File: src/rtl/rf_pkg.sv
// Shared definitions for the scoreboarded register file: default sizes,
// a constant-evaluable clog2 and the clear/run state encoding.
package rf_pkg;

  localparam int XLEN_DEF  = 32;
  localparam int NREGS_DEF = 32;

  function automatic int clog2(input int v);
    int r;
    r = 0;
    for (int i = 0; i < 31; i++) begin
      if ((1 << r) < v) r = r + 1;
    end
    return r;
  endfunction

  typedef enum logic {
    RF_INIT = 1'b0,
    RF_RUN  = 1'b1
  } rf_state_t;

endpackage

File: src/rtl/rf_scoreboard_mp_busy_tbl.sv
// Busy-bit vector for the register file: flush beats reserve, reserve beats
// write-back on the same register; x0 never becomes busy.
import rf_pkg::*;

module rf_busy_tbl #(
  parameter int NREGS  = NREGS_DEF,
  parameter int NUM_RD = 2,
  parameter int AW     = clog2(NREGS_DEF)
) (
  input  logic                 clk,
  input  logic                 rst_n,
  input  logic                 en,
  input  logic                 flush,
  input  logic                 rsv_en,
  input  logic [AW-1:0]        rsv_addr,
  input  logic                 wr_en,
  input  logic [AW-1:0]        wr_addr,
  input  logic [NUM_RD*AW-1:0] rd_addr,
  output logic [NUM_RD-1:0]    rd_busy
);

  logic [NREGS-1:0] busy;
  logic [NREGS-1:0] busy_nxt;

  always_comb begin
    busy_nxt = busy;
    if (en) begin
      if (flush) begin
        busy_nxt = '0;
      end else begin
        // Reserve is applied last so a newer producer outranks the write-back.
        if (wr_en)  busy_nxt[wr_addr]  = 1'b0;
        if (rsv_en) busy_nxt[rsv_addr] = 1'b1;
      end
    end
    busy_nxt[0] = 1'b0;
  end

  always_ff @(posedge clk or negedge rst_n) begin
    if (!rst_n) busy <= '0;
    else        busy <= busy_nxt;
  end

  always_comb begin
    rd_busy = '0;
    for (int p = 0; p < NUM_RD; p++) begin
      rd_busy[p] = busy[rd_addr[p*AW +: AW]];
    end
  end

endmodule

File: src/rtl/rf_scoreboard_mp.sv
// Multi-read-port register file with busy scoreboard and post-reset clear
// sequence. Define RF_BYPASS_EN for same-cycle write-through to the read ports.
import rf_pkg::*;

module rf_scoreboard_mp #(
  parameter int XLEN   = XLEN_DEF,
  parameter int NREGS  = NREGS_DEF,
  parameter int NUM_RD = 2,
  localparam int AW    = clog2(NREGS)
) (
  input  logic                   clk,
  input  logic                   rst_n,
  output logic                   init_done,
  input  logic [NUM_RD*AW-1:0]   rd_addr,
  output logic [NUM_RD*XLEN-1:0] rd_data,
  output logic [NUM_RD-1:0]      rd_busy,
  input  logic                   wr_en,
  input  logic [AW-1:0]          wr_addr,
  input  logic [XLEN-1:0]        wr_data,
  input  logic                   rsv_en,
  input  logic [AW-1:0]          rsv_addr,
  input  logic                   flush
);

  rf_state_t        state;
  logic [AW-1:0]    clr_ptr;
  logic             run;
  logic             ram_we;
  logic [AW-1:0]    ram_addr;
  logic [XLEN-1:0]  ram_data;
  logic [XLEN-1:0]  regs [NREGS];
  logic [NUM_RD-1:0] busy_raw;

  assign run = (state == RF_RUN);

  always_ff @(posedge clk or negedge rst_n) begin
    if (!rst_n) begin
      state     <= RF_INIT;
      clr_ptr   <= '0;
      init_done <= 1'b0;
    end else begin
      case (state)
        RF_INIT: begin
          clr_ptr <= clr_ptr + 1'b1;
          if (clr_ptr == AW'(NREGS - 1)) begin
            state     <= RF_RUN;
            init_done <= 1'b1;
          end
        end
        default: begin
          state     <= RF_RUN;
          init_done <= 1'b1;
        end
      endcase
    end
  end

  // Single write port shared by the clear sequence and write-back keeps the
  // storage mappable to a RAM with no reset.
  always_comb begin
    ram_we   = 1'b0;
    ram_addr = wr_addr;
    ram_data = wr_data;
    if (!run) begin
      ram_we   = 1'b1;
      ram_addr = clr_ptr;
      ram_data = '0;
    end else if (wr_en && (wr_addr != '0)) begin
      ram_we = 1'b1;
    end
  end

  always_ff @(posedge clk) begin
    if (ram_we) regs[ram_addr] <= ram_data;
  end

  rf_busy_tbl #(
    .NREGS  (NREGS),
    .NUM_RD (NUM_RD),
    .AW     (AW)
  ) u_busy (
    .clk      (clk),
    .rst_n    (rst_n),
    .en       (run),
    .flush    (flush),
    .rsv_en   (rsv_en),
    .rsv_addr (rsv_addr),
    .wr_en    (wr_en),
    .wr_addr  (wr_addr),
    .rd_addr  (rd_addr),
    .rd_busy  (busy_raw)
  );

  always_comb begin
    rd_data = '0;
    rd_busy = '0;
    for (int p = 0; p < NUM_RD; p++) begin
      logic [AW-1:0]   a;
      logic [XLEN-1:0] d;
      logic            b;
      a = rd_addr[p*AW +: AW];
      d = regs[a];
      b = busy_raw[p];
`ifdef RF_BYPASS_EN
      if (wr_en && (wr_addr == a) && (a != '0)) begin
        d = wr_data;
        b = 1'b0;
      end
`endif
      if (!init_done || (a == '0)) begin
        d = '0;
        b = 1'b0;
      end
      rd_data[p*XLEN +: XLEN] = d;
      rd_busy[p]              = b;
    end
  end

endmodule

File: config.mk
export PLATFORM = sky130hd
export DESIGN_NAME = rf_scoreboard_mp
export DESIGN_NICKNAME = d
export VERILOG_FILES = /design/src/rtl/rf_pkg.sv /design/src/rtl/rf_scoreboard_mp_busy_tbl.sv /design/src/rtl/rf_scoreboard_mp.sv
export SDC_FILE = /design/constraint.sdc
export NUM_CORES = 1
export LEC_CHECK = 0
export CORE_MARGIN = 8
export CORE_UTILIZATION = 30
export DETAILED_ROUTE_END_ITERATION = 7
export SLEW_MARGIN = 5
export SYNTH_ARGS = -nofsm -noshare
export SYNTH_HDL_FRONTEND = slang
export SYNTH_SLANG_ARGS = --single-unit
File: constraint.sdc
create_clock -name clk -period 7.4 [get_ports clk]
set_input_delay 1.11 -clock clk [delete_from_list [all_inputs] [get_ports clk]]
set_output_delay 1.11 -clock clk [all_outputs]
set_load 0.02 [all_outputs]
==> reports/summary.txt, run 1 <==
dpl cell area: 0.0534 sq mm
Netlist Area Pre-Place: 0.0494 sq mm
CP endpoint kind: output port
relative slew slack: 0.0602
fin nets: 2910
cells after synthesis: 2751
pwr dens: 239 mW/mm^2
reg2reg setup slack: 3370 ps
H-tree Lvls: 3
Synth Area per Inst: 18.0 sq um
die area: 0.178 sq mm
final critical-path share of the clock period: 0.780
Setup TNS Final: 0 ps
final hold viol count: 0
initial antenna violation count: 10
Post-DP HPWL: 96200 um
Worst Hold Class: in -> async
Max stage delay on crit path: 1160 ps
Synth top area share: 0.622
post-synthesis net count: 2810
CP max-delay cell: nor2b_4
Core Region: 0.164 sq mm
starting density of the core: 0.301
most common cell after layout, fill and taps aside: edfxtp_1
CTS Hold Buffers Added: 0
vias per inst: 5.82
worst reg2reg path depth: 5
Layout area overhead: 15.7%
die extent in x: 422 um
# rows: 149
peak supply drop: 183 uV
share of layout cells above drive strength 1: 0.247
Clock Tree Root: clkbuf_16
synth top area cells: edfxtp_1, mux4_2, mux2i_1
Detail Route Antenna Nets: 0
Cell Chain, Critical Path: clkdlybuf4s50_1, and3b_1, buf_4, nor2b_4, buf_4, a22oi_1, nand4_1, clkdlybuf4s50_1
CTS resizes: 0
Synth Area in Simple Gates: 0.0394
global-route wire length before repair: 230000 um
Buf/Inv on CP: 4
GP Congestion: 0.818
most frequent cells in the layout: edfxtp_1, mux4_2, mux2i_1, a22oi_1, clkdlybuf4s50_1
final cell count without fillers: 5139
final setup fails: 0
# DRC: 0
Synth Area in Compound Gates: 0.0606
Max Buffers Root-to-Sink: 3
Yosys reg bits: 1062
Leak: 0.0183 uW
Slew @ Worst Pin: 1410 ps
CP startpoint: rd_addr[9]
Critical Path Stages: 8
RSZ-0062 raised after global routing: false
delay-heaviest family, CP: buffers and inverters
I/O Pins: 124
worst skew pair latency: 730 ps
grt total ovfl: 0
Min Clock Period, post-route: 5770 ps
Inst Count DP: 4926
CP Launch Type: input port
total clock buffers created by CTS: 112
GRT Util Overall: 0.179
vias in the first global route: 30000
max-cap violation count: 0
sequential fraction of the synthesis area: 0.641
Reg clk slew, reported paths: 60 ps
Avg WL per Cell: 32.3 um
Post-synth EDFFs: 1024
synth unique cells: 48
Fin Hold WS: 495 ps
crit path to: rd_data[35]
Total Power: 13700 uW
post-synthesis mux area share: 0.234
Slew Viols, Final: 0
WP data arrival: 4660 ps
main combinational cell family by area after synthesis: multiplexers
Setup Skew: 22.1 ps
Setup Fix Bufs, Post-CTS: 0
maximum operating frequency: 173 MHz
final non-filler cell area: 0.0572 sq mm
Worst Path Class, Setup: in -> out
worst r2r src: run
via count: 29900
Synth Area in Adders: 0.000506
CTS Sinks: 1062
I/O Buffers: 123
CTS tree: yes
Crit Path Max Fanout: 23
Initial DRT Pass Iterations: 5
cell accounting for the most synthesized area: edfxtp_1
Die H: 422 um
Post-Synth XOR/XNOR Area: 0.000531
worst reg2reg path endpoint: regs[1][24]
ys async rst share: 0.0358
run status: finished clean
Post-synth top flop: edfxtp_1
Worst EP required: 6290 ps
final WL: 166000 um
largest net degree at the start of global routing: 95
Synthesis Warnings: 0
Iter 0 DRT Violations: 3877
## where the power goes
part           internal (uW)  total, uW  switching, uW  leakage [uW]
Combinational            440       1190            748       0.00669
Clock                   3450       5880           2420       0.00183
Sequential              6610       6620           4.68       0.00974
Total                  10500      13700           3170        0.0183
## flip-flops by register name (all words and copies together), names as in the netlist
name         count
run              1
clr_ptr          5
regs          1024
u_busy.busy     31
init_done        1
## how the worst min path moves through the flow
stage                               start              end  slack (ps)  cells after the start
after global placement    u_busy.busy[22]  u_busy.busy[22]         500                      2
after floorplan                clr_ptr[3]       clr_ptr[3]         480                      1
after CTS                           rst_n  u_busy.busy[30]         490                      1
after global routing                rst_n  u_busy.busy[28]         550                      1
after detailed placement  u_busy.busy[14]  u_busy.busy[14]         520                      2
final                               rst_n  u_busy.busy[30]         490                      1
## cells by family after synthesis
| group | Yosys count |
|---|---|
| adders and majority gates | 2 |
| buffers and inverters | 236 |
| DFF | 1062 |
| AOI/OAI and AO/OA | 434 |
| xor gates and xnor gates | 3 |
| and+or+nand+nor | 349 |
| muxes | 665 |
## worst register-to-register path: stages, from the launching register on
cell and delay (ps):
dfrtp_4 590, buf_4 690, mux2i_1 460, nand2_1 320, nor2_4 1000, buf_4 600
## metrics by stage
stage	util	setup WS [ps]
finish	0.348	1630
detailed placement	0.325	1600
floorplan	-	3590
CTS	0.348	1600
global route	0.348	1590
global placement	0.325	1650
## layer usage
layer,up-vias,share of wire,GRT usage,wire [um]
li1,12000,-,-,-
met1,16000,0.39,0.232,64600
met2,1623,0.48,0.292,79300
met3,351,0.083,0.0315,13900
met4,8,0.050,0.0836,8390
met5,-,0.00033,0,55
## synth_stat cells (3+ instances only)
cell / n
mux2_2: 3
a22oi_1: 222
a22o_1: 38
dfrtp_1: 38
mux2i_1: 269
mux4_2: 393
nor3b_1: 6
xnor2_1: 3
nor3b_2: 3
buf_6: 18
nand2_1: 53
a21oi_1: 55
nor2_1: 44
inv_1: 7
edfxtp_1: 1024
a32oi_1: 4
nor2b_1: 7
or3_1: 3
a41oi_1: 4
and3_1: 31
buf_1: 11
clkbuf_1: 116
nand3b_1: 4
buf_2: 64
and3b_1: 8
o31ai_1: 3
nand4_1: 67
and4bb_2: 4
and2_1: 37
nand3_1: 69
o21ai_0: 60
a31oi_1: 39
nand2b_1: 3
buf_4: 19
## final cells by class
| cell class | count | area, sq um |
|---|---|---|
| clock buffer | 134 | 2900 |
| fill | 15200 | 107000 |
| clock inverter | 75 | 901 |
| timing repair buffer | 215 | 2000 |
| inverter | 7 | 26.3 |
| multi-input combinational | 1453 | 16900 |
| tap | 2189 | 2740 |
| antenna | 4 | 10.0 |
| sequential | 1062 | 31700 |
No activity file was read; power rests on OpenSTA's default activity.
==> inputs of run 2 (changes only) <==
- clock period: 7.4 -> 5.31 ns (I/O delays scaled with it)
==> run 2 against run 1 <==
  * Clock-buffer cell count is 6 lower
  * Sequential share of layout area decreased by 0.19 points
  * Flip-flop and latch count unchanged
  * Worst hold slack lost 290 ps
  * Highest routed layer unchanged
  * Utilization rose by 0.12 points
==> reports/summary.txt, run 2 (synthesis results as in run 1) <==
Setup Skew: 24.4 ps (was 22.1 ps)
CTS Sinks: 1062 (unchanged)
CTS resizes: 0 (unchanged)
CP endpoint kind: output port (unchanged)
RSZ-0062 raised after global routing: false (unchanged)
Clk network pwr share: 0.401 (was 0.430)
Reg clk slew, reported paths: 60 ps (about the same)
Crit Path Max Fanout: 49 (was 23)
peak supply drop: 237 uV (was 183 uV)
die extent in x: 422 um (unchanged)
Seq pwr share: 0.506 (was 0.484)
WP data arrival: 3700 ps (was 4660 ps)
CTS Hold Buffers Added: 0 (unchanged)
CP startpoint: rd_addr[0] (was rd_addr[9])
total clock buffers created by CTS: 105 (was 112)
GRT Util Overall: 0.176 (was 0.179)
die area: 0.178 sq mm (unchanged)
Min Clock Period, post-route: 4500 ps
Max Buffers Root-to-Sink: 3 (unchanged)
I/O Buffers: 123 (unchanged)
pwr dens: 318 mW/mm^2 (was 239 mW/mm^2)
Avg WL per Cell: 31.7 um (was 32.3 um)
Leak: 0.0184 uW (was 0.0183 uW)
I/O Pins: 124 (unchanged)
share of layout cells above drive strength 1: 0.266 (was 0.247)
Detail Route Antenna Nets: 0 (unchanged)
starting density of the core: 0.301 (unchanged)
GP Congestion: 0.813 (was 0.818)
final worst slack: 812 ps (was 1630 ps)
Sw Ratio: 0.236 (was 0.232)
final WL: 164000 um (was 166000 um)
most common cell after layout, fill and taps aside: edfxtp_1 (unchanged)
Iter 0 DRT Violations: 3907 (was 3877)
Worst Hold Class: in -> async (unchanged)
pre-CTS WS: 760 ps (was 1600 ps)
Cell Int Power: 13900 uW (was 10500 uW)
dpl cell area: 0.0541 sq mm (was 0.0534 sq mm)
grt total ovfl: 0 (unchanged)
run status: finished clean (unchanged)
Clock Tree Root: clkbuf_16 (unchanged)
NetSw: 4300 uW (was 3170 uW)
most frequent cells in the layout: edfxtp_1, mux4_2, mux2i_1, a22oi_1, buf_4 (was edfxtp_1, mux4_2, mux2i_1, a22oi_1, clkdlybuf4s50_1)
# fillers: 15300 (was 15200)
global-route wire length before repair: 228000 um (was 230000 um)
Core Region: 0.164 sq mm (unchanged)
register with the most flip-flops: regs (unchanged)
Layout area overhead: 16.1% (was 15.7%)
Worst Path Class, Setup: in -> out (unchanged)
largest net degree at the start of global routing: 69 (was 95)
Largest regs: regs x1024, u_busy.busy x31, clr_ptr x5 (unchanged)
final critical-path share of the clock period: 0.847
# DRC: 0 (unchanged)
worst r2r src: run (unchanged)
Slew @ Worst Pin: 1180 ps (was 1410 ps)
worst skew pair latency: 710 ps (was 730 ps)
initial antenna violation count: 12 (was 10)
Setup TNS Final: 0 ps (unchanged)
Slew Viols, Final: 0 (unchanged)
combinational power share: 0.093 (was 0.087)
fin nets: 2957 (was 2910)
Worst EP required: 4510 ps (was 6290 ps)
Fin Hold WS: 205 ps (was 495 ps)
relative slew slack: 0.213 (was 0.0602)
Die H: 422 um (unchanged)
# rows: 149 (unchanged)
vias per inst: 5.78 (was 5.82)
number of flip-flops in the largest register: 1024 (unchanged)
final hold viol count: 0 (unchanged)
CTS tree: yes (unchanged)
vias in the first global route: 30200 (was 30000)
via count: 29900 (about the same)
H-tree Lvls: 3 (unchanged)
final non-filler cell area: 0.0574 sq mm (was 0.0572 sq mm)
Initial DRT Pass Iterations: 5 (unchanged)
reg2reg setup slack: 1870 ps (was 3370 ps)
max-cap violation count: 0 (unchanged)
CP Launch Type: input port (unchanged)
final setup fails: 0 (unchanged)
Post-DP HPWL: 100000 um (was 96200 um)
Setup Fix Bufs, Post-CTS: 0 (unchanged)
maximum operating frequency: 222 MHz
run 2: metal layers:
layer | part of all wire | global-route usage | vias to the layer above | routed length, um
met5 | 0.00027 | 0 | - | 45
li1 | - | - | 12000 | -
met4 | 0.046 | 0.0767 | 8 | 7580
met1 | 0.38 | 0.225 | 15900 | 62900
met3 | 0.082 | 0.0313 | 327 | 13500
met2 | 0.49 | 0.296 | 1641 | 80000
run 2: cell type report:
cell class	instances	area (sq um)	area share
multi-input combinational	1453	16900	0.295
sequential	1062	31700	0.552
timing repair buffer	269	2700	0.0471
antenna	5	12.5	0.000218
clock buffer	128	2760	0.0480
clock inverter	56	538	0.00937
inverter	7	26.3	0.000458
tap	2189	2740	0.0477
run 2: worst max-delay path, cell delays in order:
cell,delay (ps)
buf_8,410
buf_4,340
mux4_2,520
a22o_1,240
a31oi_1,270
nand4_1,330
clkdlybuf4s50_1,640
run 2: path summary, 6_finish.rpt:
check / to / cells after the start
worst min register to register: clr_ptr[3] / 1
worst max register to register: regs[24][14] / 4
min in group clk: clr_ptr[3] / 1
max in group asynchronous: run / 1
worst min-delay path: clr_ptr[2] / 1
worst max-delay path: rd_data[0] / 7
run 2: power by group through the flow:
stage          sequential (uW)  combinational, uW  clock, uW
2_1_floorplan             9390                973          0
3_3_place_gp              9400               1700          0
3_5_place_dp              9400               1710          0
4_1_cts                   9220               1710       7410
5_1_grt                   9220               1780       7700
6_report                  9220               1700       7310
run 2: through the flow:
| stage | util | total power (uW) | instances |
|---|---|---|---|
| floorplan | - | 10400 | 2751 |
| global placement | 0.329 | 11100 | 4980 |
| detailed placement | 0.329 | 11100 | 4980 |
| CTS | 0.349 | 18300 | 5164 |
| global route | 0.349 | 18700 | 5167 |
| finish | 0.349 | 18200 | 5169 |
